## src/rtl/demux_stream.sv

```systemverilog
// demux_stream: registered 1-to-N stream demultiplexer with valid/ready
// handshakes. Each channel owns a one-entry output register, so a stalled
// consumer only blocks traffic addressed to it. Supports broadcast to all
// channels and counts (saturating) words whose select is out of range.
module demux_stream #(
    parameter int DATA_W = 4,
    parameter int N_CH   = 8,
    parameter int SEL_W  = 3,
    parameter int CNT_W  = 8
) (
    input  logic                     inClk,
    input  logic                     inRst_n,
    input  logic [DATA_W-1:0]        inData,
    input  logic [SEL_W-1:0]         inSel,
    input  logic                     inBcast,
    input  logic                     inValid,
    output logic                     outReady,
    output logic [N_CH*DATA_W-1:0]   outData,
    output logic [N_CH-1:0]          outValid,
    input  logic [N_CH-1:0]          inReady,
    output logic [CNT_W-1:0]         outDropCnt,
    input  logic                     inDropClr
);

    localparam logic [CNT_W-1:0] CNT_MAX = '1;
    localparam logic [CNT_W-1:0] CNT_ONE = CNT_W'(1);

    logic [N_CH-1:0]              valid_q, valid_d;
    logic [N_CH-1:0][DATA_W-1:0]  data_q, data_d;
    logic [CNT_W-1:0]             cnt_q, cnt_d;

    logic [N_CH-1:0]              ch_free;
    logic [N_CH-1:0]              wr_en;
    logic                         sel_in_range;
    logic                         sel_free;
    logic                         accept;
    logic                         drop;

    // Input-side readiness: a channel is free when empty or draining this cycle.
    // Out-of-range words are always taken so they never stall the source.
    always_comb begin
        sel_in_range = (32'(inSel) < 32'(N_CH));
        ch_free      = ~valid_q | inReady;
        sel_free     = 1'b0;
        for (int k = 0; k < N_CH; k++) begin
            if (32'(inSel) == 32'(k)) begin
                sel_free = ch_free[k];
            end
        end

        if (!inRst_n) begin
            outReady = 1'b0;
        end else if (inBcast) begin
            outReady = &ch_free;
        end else if (sel_in_range) begin
            outReady = sel_free;
        end else begin
            outReady = 1'b1;
        end

        accept = inValid & outReady;
        drop   = accept & ~inBcast & ~sel_in_range;
    end

    // Per-channel next state: a write wins over a simultaneous drain.
    always_comb begin
        wr_en  = '0;
        data_d = data_q;
        for (int k = 0; k < N_CH; k++) begin
            wr_en[k] = accept & (inBcast | (sel_in_range & (32'(inSel) == 32'(k))));
            if (wr_en[k]) begin
                data_d[k] = inData;
            end
        end
        valid_d = wr_en | (valid_q & ~inReady);
    end

    // Drop counter: clear has priority, increments saturate at all-ones.
    always_comb begin
        cnt_d = cnt_q;
        if (inDropClr) begin
            cnt_d = '0;
        end else if (drop && (cnt_q != CNT_MAX)) begin
            cnt_d = cnt_q + CNT_ONE;
        end
    end

    // State registers; reset discards any pending words immediately.
    always_ff @(posedge inClk or negedge inRst_n) begin
        if (!inRst_n) begin
            valid_q <= '0;
            data_q  <= '0;
            cnt_q   <= '0;
        end else begin
            valid_q <= valid_d;
            data_q  <= data_d;
            cnt_q   <= cnt_d;
        end
    end

    assign outValid   = valid_q;
    assign outData    = data_q;
    assign outDropCnt = cnt_q;

endmodule

```

## config.mk

```make
export PLATFORM = sky130hd
export DESIGN_NAME = demux_stream
export DESIGN_NICKNAME = d
export VERILOG_FILES = /design/src/rtl/demux_stream.sv
export SDC_FILE = /design/constraint.sdc
export NUM_CORES = 1
export LEC_CHECK = 0
export BUFFER_PORTS_ARGS = -buffer_cell sky130_fd_sc_hd__buf_2
export CORE_MARGIN = 2
export CORE_UTILIZATION = 51
export CTS_CLUSTER_SIZE = 30
export DETAILED_ROUTE_END_ITERATION = 7
export PLACE_DENSITY = 0.8
export SYNTH_ARGS = -nofsm -noshare
export SYNTH_HDL_FRONTEND = slang
export SYNTH_SLANG_ARGS = --single-unit
```

## constraint.sdc

```tcl
create_clock -name inClk -period 2.5 [get_ports inClk]
set_input_delay 0.375 -clock inClk [delete_from_list [all_inputs] [get_ports inClk]]
set_output_delay 0.375 -clock inClk [all_outputs]
set_load 0.01 [all_outputs]
```

==> flow_summary.yaml, run 1 <==
status:
  status: "finished, final reports clean"
synth:
  synth_seq_cells: 40
  ys_warn_count: 0
  synth_cell_types: 40
  yosys.area.top_type_share_pct: 44.8
  seq_area_frac_synth_pct: 44.8
  synth_area_leader_cell: "dfrtp_1"
  synth-edff-count: 0
  netlist_top_cells_area: "dfrtp_1 (45%), o22ai_1 (8.1%), inv_1 (5.9%)"
  syn_area_per_cell_sq_um: 9.68
  synth-main-ff-cell: "dfrtp_1"
  synth_cells: 231
  synthArstFlopShare_pct: 100
  synth_area_sq_mm: 0.00224
placed_design:
  io_buffers: 59
  place_congestion: 0.844
  pre_cts_slack_ps: 314
  place_hpwl_um: 3910
die:
  fp.dieH_um: 70.2
  die-area_sq_mm: 0.00493
  ios: 69
  core.rowCount: 24
  start_util_pct: 52.1
  die_x_um: 70.2
  core_sq_mm: 0.00429
clock_tree:
  cts_buffers: 5
  clock_path_buffers: 2
  htree_levels: 2
  clk_latency_ps: 290
  clkTransAtPathRegs_ps: 70
  cts_tree: "done"
  cts_root_buf: "clkbuf_8"
  cts.sinks: 40
pwr:
  ir_drop_uv: 519
  power_mw: 2.38
  power_density_mw_per_mm2: 907
  p_comb_share_pct: 39.7
  p_leak_nw: 1.26
  p_seq_share_pct: 42.1
  p_sw_share_pct: 35.8
  p_clk_share_pct: 18.1
  p_sw_mw: 0.852
  p_int_mw: 1.53
route:
  avgRoutedWirePerCell_um: 15.1
  drtIter0Drc: 121
  drtPass1Iterations: 4
  drt_wl_total_um: 5200
  num_vias: 1909
  drcViolationCount: 0
  ant_nets: 0
  viasPerCell: 5.57
critical_path:
  cp_max_fo: 4
  worstSetupPathType: "flip-flop to output port"
  ff2ff_setup_slack_ps: 340
  crit_arrival_ps: 1920
  required_ps: 2120
  worstSetupEndpointType: "output port"
  start_kind: "flip-flop"
timing:
  finalHoldViolCount: 0
  max_freq_mhz: 436
  setup_violations: 0
  drv_slew: 0
  skew_ps: 2.42
  post-route-period-util_pct: 91.8
  setup_ws_ps: 205
  worstMarginPinSlew_ps: 653
  slew_headroom_pct: 56.2
  fin_tns_setup_ps: 0
  fin_crit_ps: 2300
  rsz0062_at_grt: "false"
finish:
  final_cell_mix: "buf_2 (59), dfrtp_1 (40), inv_1 (35), nand2_1 (30), o22ai_1 (29)"
  final_util_pct: 61.0
  n_fill_cell: 395
  final_common_cell: "buf_2"
  area_growth_pct: 17.2
  nNetsFinal: 310
  n_antenna_cell: 0
  drive_above_1_share_pct: 32.6
global_route:
  globalRouteOverflowTotal: 0
  grt_max_degree: 30
  antenna_found_initial: 0
  grt_pass1_wl_um: 8710
  grt_pass1_vias: 1874
  grt_util_all_layers_pct: 22.6
run:
  maxCapViolations: 0
min_path:
  min_path_type: "input port to flip-flop"
final cells by class:
| class | count | area (sq um) | share of cell area, % |
|---|---|---|---|
| clock buffers | 8 | 90.1 | 3.44 |
| flip-flops and latches | 40 | 1000 | 38.2 |
| repair buffers | 68 | 365 | 13.9 |
| well taps | 52 | 65.1 | 2.48 |
| inverters | 35 | 131 | 5.01 |
| multi-input cells | 140 | 968 | 36.9 |
layer usage:
| metal | vias to the layer above | global-route usage, % | wire length, um |
|---|---|---|---|
| li1 | 914 | - | - |
| met1 | 912 | 31.6 | 2380 |
| met2 | 74 | 34.7 | 2430 |
| met3 | 9 | 3.17 | 273 |
| met4 | 0 | 10.9 | 113 |
| met5 | - | 0 | 0 |
sequential cells by signal, summed over array words and instances, names as in the netlist:
signal	cells
outData	32
outValid	8
kinds of logic (layout without fill, tap and decap cells):
logic type	after synthesis	after routing	synth area share, %
compound gates	74	74	28.4
simple gates	58	58	13.5
buf+inv	58	111	13.1
flops	40	40	44.8
other cells	1	8	0.168
worst paths after layout:
path,cells after the start,to,startpoint
worst max register to register,6,outData[31],outValid[1]
worst max-delay path,5,outReady,outValid[1]
worst min register to register,2,outData[14],outData[14]
min in group asynchronous,2,outData[16],inRst_n
worst min-delay path,3,outValid[0],inReady[0]
max in group asynchronous,3,outData[15],inRst_n
per-stage QoR:
| step | std cells | hold WS, ps | cell area (sq um) |
|---|---|---|---|
| after detailed placement | 334 | 289 | 2520 |
| after global placement | 334 | 286 | 2520 |
| after global routing | 343 | 438 | 2620 |
| after CTS | 343 | 413 | 2620 |
| after floorplan | 238 | 79.4 | 2260 |
| final | 343 | 421 | 2620 |
synthesized netlist by cell type, types with 4 or more instances:
cell / instances
a31o_2: 5
clkbuf_1: 4
a311oi_2: 5
a31oi_1: 5
inv_1: 35
nand2_1: 30
o21ai_0: 9
o22ai_1: 29
buf_4: 9
nand2b_1: 7
buf_6: 5
dfrtp_1: 40
a311oi_1: 4
critical path, stage by stage, from the launching register on:
cell and delay [ps]:
dfrtp_1 380, nor2b_1 180, a2111oi_4 380, a21boi_0 150
a311oi_1 350, buf_2 200
power by group through the flow:
stage                     logic (mW)  registers, mW  clock network, mW
after CTS                      0.952           1.00              0.443
after global routing            1.04           1.03              0.471
after floorplan                0.482           1.12                  0
after detailed placement       0.949           1.01                  0
final                          0.945           1.00              0.432
after global placement         0.916           1.01                  0
what timing repair did:
action / in CTS / in global routing
hold endpoints to repair: 11 / 0
resized for setup: 0 / 0
setup buffers: 0 / 0
hold buffers: 1 / 0
Power figures use the tool's default switching activity.
==> run 2: changes to the inputs <==
--- a/config.mk
+++ b/config.mk
@@ -7,10 +7,11 @@
 export LEC_CHECK = 0
 export BUFFER_PORTS_ARGS = -buffer_cell sky130_fd_sc_hd__buf_2
 export CORE_MARGIN = 2
-export CORE_UTILIZATION = 51
+export CORE_UTILIZATION = 50
+export CTS_BUF_LIST = sky130_fd_sc_hd__clkbuf_8
 export CTS_CLUSTER_SIZE = 30
 export DETAILED_ROUTE_END_ITERATION = 7
-export PLACE_DENSITY = 0.8
+export PLACE_DENSITY = 0.78
 export SYNTH_ARGS = -nofsm -noshare
 export SYNTH_HDL_FRONTEND = slang
 export SYNTH_SLANG_ARGS = --single-unit
==> flow_summary.yaml, run 2 (synthesized netlist as in run 1, its figures left out) <==
critical_path:
  ff2ff_setup_slack_ps: 290
  critPathSlowestCell: "and4_1"
  worstSetupPathType: "flip-flop to output port"
  start_kind: "flip-flop"
  r2r_start: "outValid[2]"
  worstSetupEndpointType: "output port"
  cp_max_fo: 12
  crit_buf_inv: 1
  crit_arrival_ps: 1970
  r2r_end: "outData[25]"
  critPathMaxStageDelay_ps: 500
  required_ps: 2120
  rr_worst_depth: 6
  critical-path-top-delay-family: "simple AND/OR/NAND/NOR gates"
  path_cells: "nand2b_1 > and4_1 > a21boi_0 > a311oi_1 > buf_2"
placed_design:
  io_buffers: 59
  place_hpwl_um: 3750
  place_congestion: 0.814
run:
  maxCapViolations: 0
timing:
  max_freq_mhz: 426
  drv_slew: 0
  timing.hold.ws_ps: 83.1
  finalHoldViolCount: 0
  worstMarginPinSlew_ps: 638
  post-route-period-util_pct: 93.8
  rsz0062_at_grt: "false"
  fin_crit_ps: 2350
  fin_tns_setup_ps: 0
  setup_violations: 0
  slew_headroom_pct: 57.2
  skew_ps: 10.8
finish:
  n_fill_cell: 419
  largest_reg_flops: 32
  final_common_cell: "buf_2"
  n_antenna_cell: 0
  drive_above_1_share_pct: 32.8
  area_growth_pct: 16.8
  final_cell_mix: "buf_2 (59), dfrtp_1 (40), inv_1 (37), nand2_1 (30), o22ai_1 (29)"
  nNetsFinal: 309
status:
  status: "finished, final reports clean"
clock_tree:
  clk_latency_ps: 300
  postCtsHoldBufs: 0
  cts.sinks: 40
  postCtsSetupBuffers: 0
  post_cts_resized: 0
  clock_path_buffers: 2
  cts_root_buf: "clkbuf_8"
  clkTransAtPathRegs_ps: 80
  cts_tree: "done"
  htree_levels: 2
  cts_buffers: 5
global_route:
  grt_pass1_vias: 1758
  globalRouteOverflowTotal: 0
  grt_util_all_layers_pct: 21.6
  grt_max_degree: 29
  antenna_found_initial: 0
  grt_pass1_wl_um: 8490
pwr:
  p_clk_share_pct: 18.5
  p_comb_share_pct: 39.5
  p_sw_share_pct: 36.2
  p_leak_nw: 1.26
  p_sw_mw: 0.860
  power_density_mw_per_mm2: 910
  p_int_mw: 1.52
  p_seq_share_pct: 42.0
  ir_drop_uv: 408
die:
  fp.dieH_um: 70.9
  ios: 69
  die_x_um: 70.9
  core.rowCount: 24
  start_util_pct: 51.7
  core_sq_mm: 0.00432
  die-area_sq_mm: 0.00502
route:
  wirelength_met1_um: 2400
  avgRoutedWirePerCell_um: 15.0
  num_vias: 1867
  wl_met3_um: 344
  viasPerCell: 5.46
  drt_wl_total_um: 5130
  drtPass1Iterations: 4
  drcViolationCount: 0
  drtIter0Drc: 89
  routed.top_layer: "met4"
  met2WireLength_um: 2280
  ant_nets: 0
min_path:
  min_path_type: "input port to asynchronous set/reset pin"
## run 2: final cells by class
type                            instances  area (sq um)  share of cell area, %
Timing Repair Buffer                   67           355                   13.6
Clock inverter                          2          7.51                  0.287
Inverter                               35           131                   5.03
Multi-Input combinational cell        140           968                   37.1
Clock buffer                            6          82.6                   3.16
Tap cell                               52          65.1                   2.49
Sequential cell                        40          1000                   38.3
## run 2: worst max-delay path by stage
stage / start / end / slack [ps] / cells after the start
final: outValid[6] / outReady / 150 / 5
after global routing: outValid[1] / outReady / 10 / 5
after CTS: outValid[1] / outReady / 130 / 5
after detailed placement: inReady[2] / outData[29] / 310 / 7
after global placement: inReady[5] / outData[31] / 370 / 7
after floorplan: outValid[2] / outReady / 440 / 5
## run 2: stage by stage
| stage | cells | power, mW | util [%] | setup slack (ps) | cell area (sq um) |
|---|---|---|---|---|---|
| after detailed placement | 334 | 1.95 | 58.3 | 306 | 2520 |
| final | 342 | 2.38 | 60.4 | 154 | 2610 |
| after global placement | 334 | 1.92 | 58.3 | 373 | 2520 |
| after CTS | 342 | 2.39 | 60.4 | 130 | 2610 |
| after floorplan | 238 | 1.60 | - | 438 | 2260 |
| after global routing | 342 | 2.53 | 60.4 | 9.72 | 2610 |
## run 2: worst reg2reg max path, delay by kind of cell (launching register included)
kind | cells | cell delay (ps)
AO/OA/AOI/OAI | 4 | 1300
flip-flops | 1 | 390
buffers and inverters | 1 | 240
AND/OR/NAND/NOR | 1 | 140
## run 2: per-layer routing
metal,vias up,track usage (%)
met3,9,3.42
met1,874,31.7
li1,911,-
met2,73,31.9
met4,0,9.01
met5,-,0
## run 2: power by group through the flow
stage / sequential, mW / combinational, mW / clock, mW
3_5_place_dp: 1.01 / 0.944 / 0
5_1_grt: 1.03 / 1.03 / 0.467
6_report: 0.998 / 0.938 / 0.440
4_1_cts: 1.00 / 0.945 / 0.443
2_1_floorplan: 1.12 / 0.482 / 0
3_3_place_gp: 1.01 / 0.918 / 0
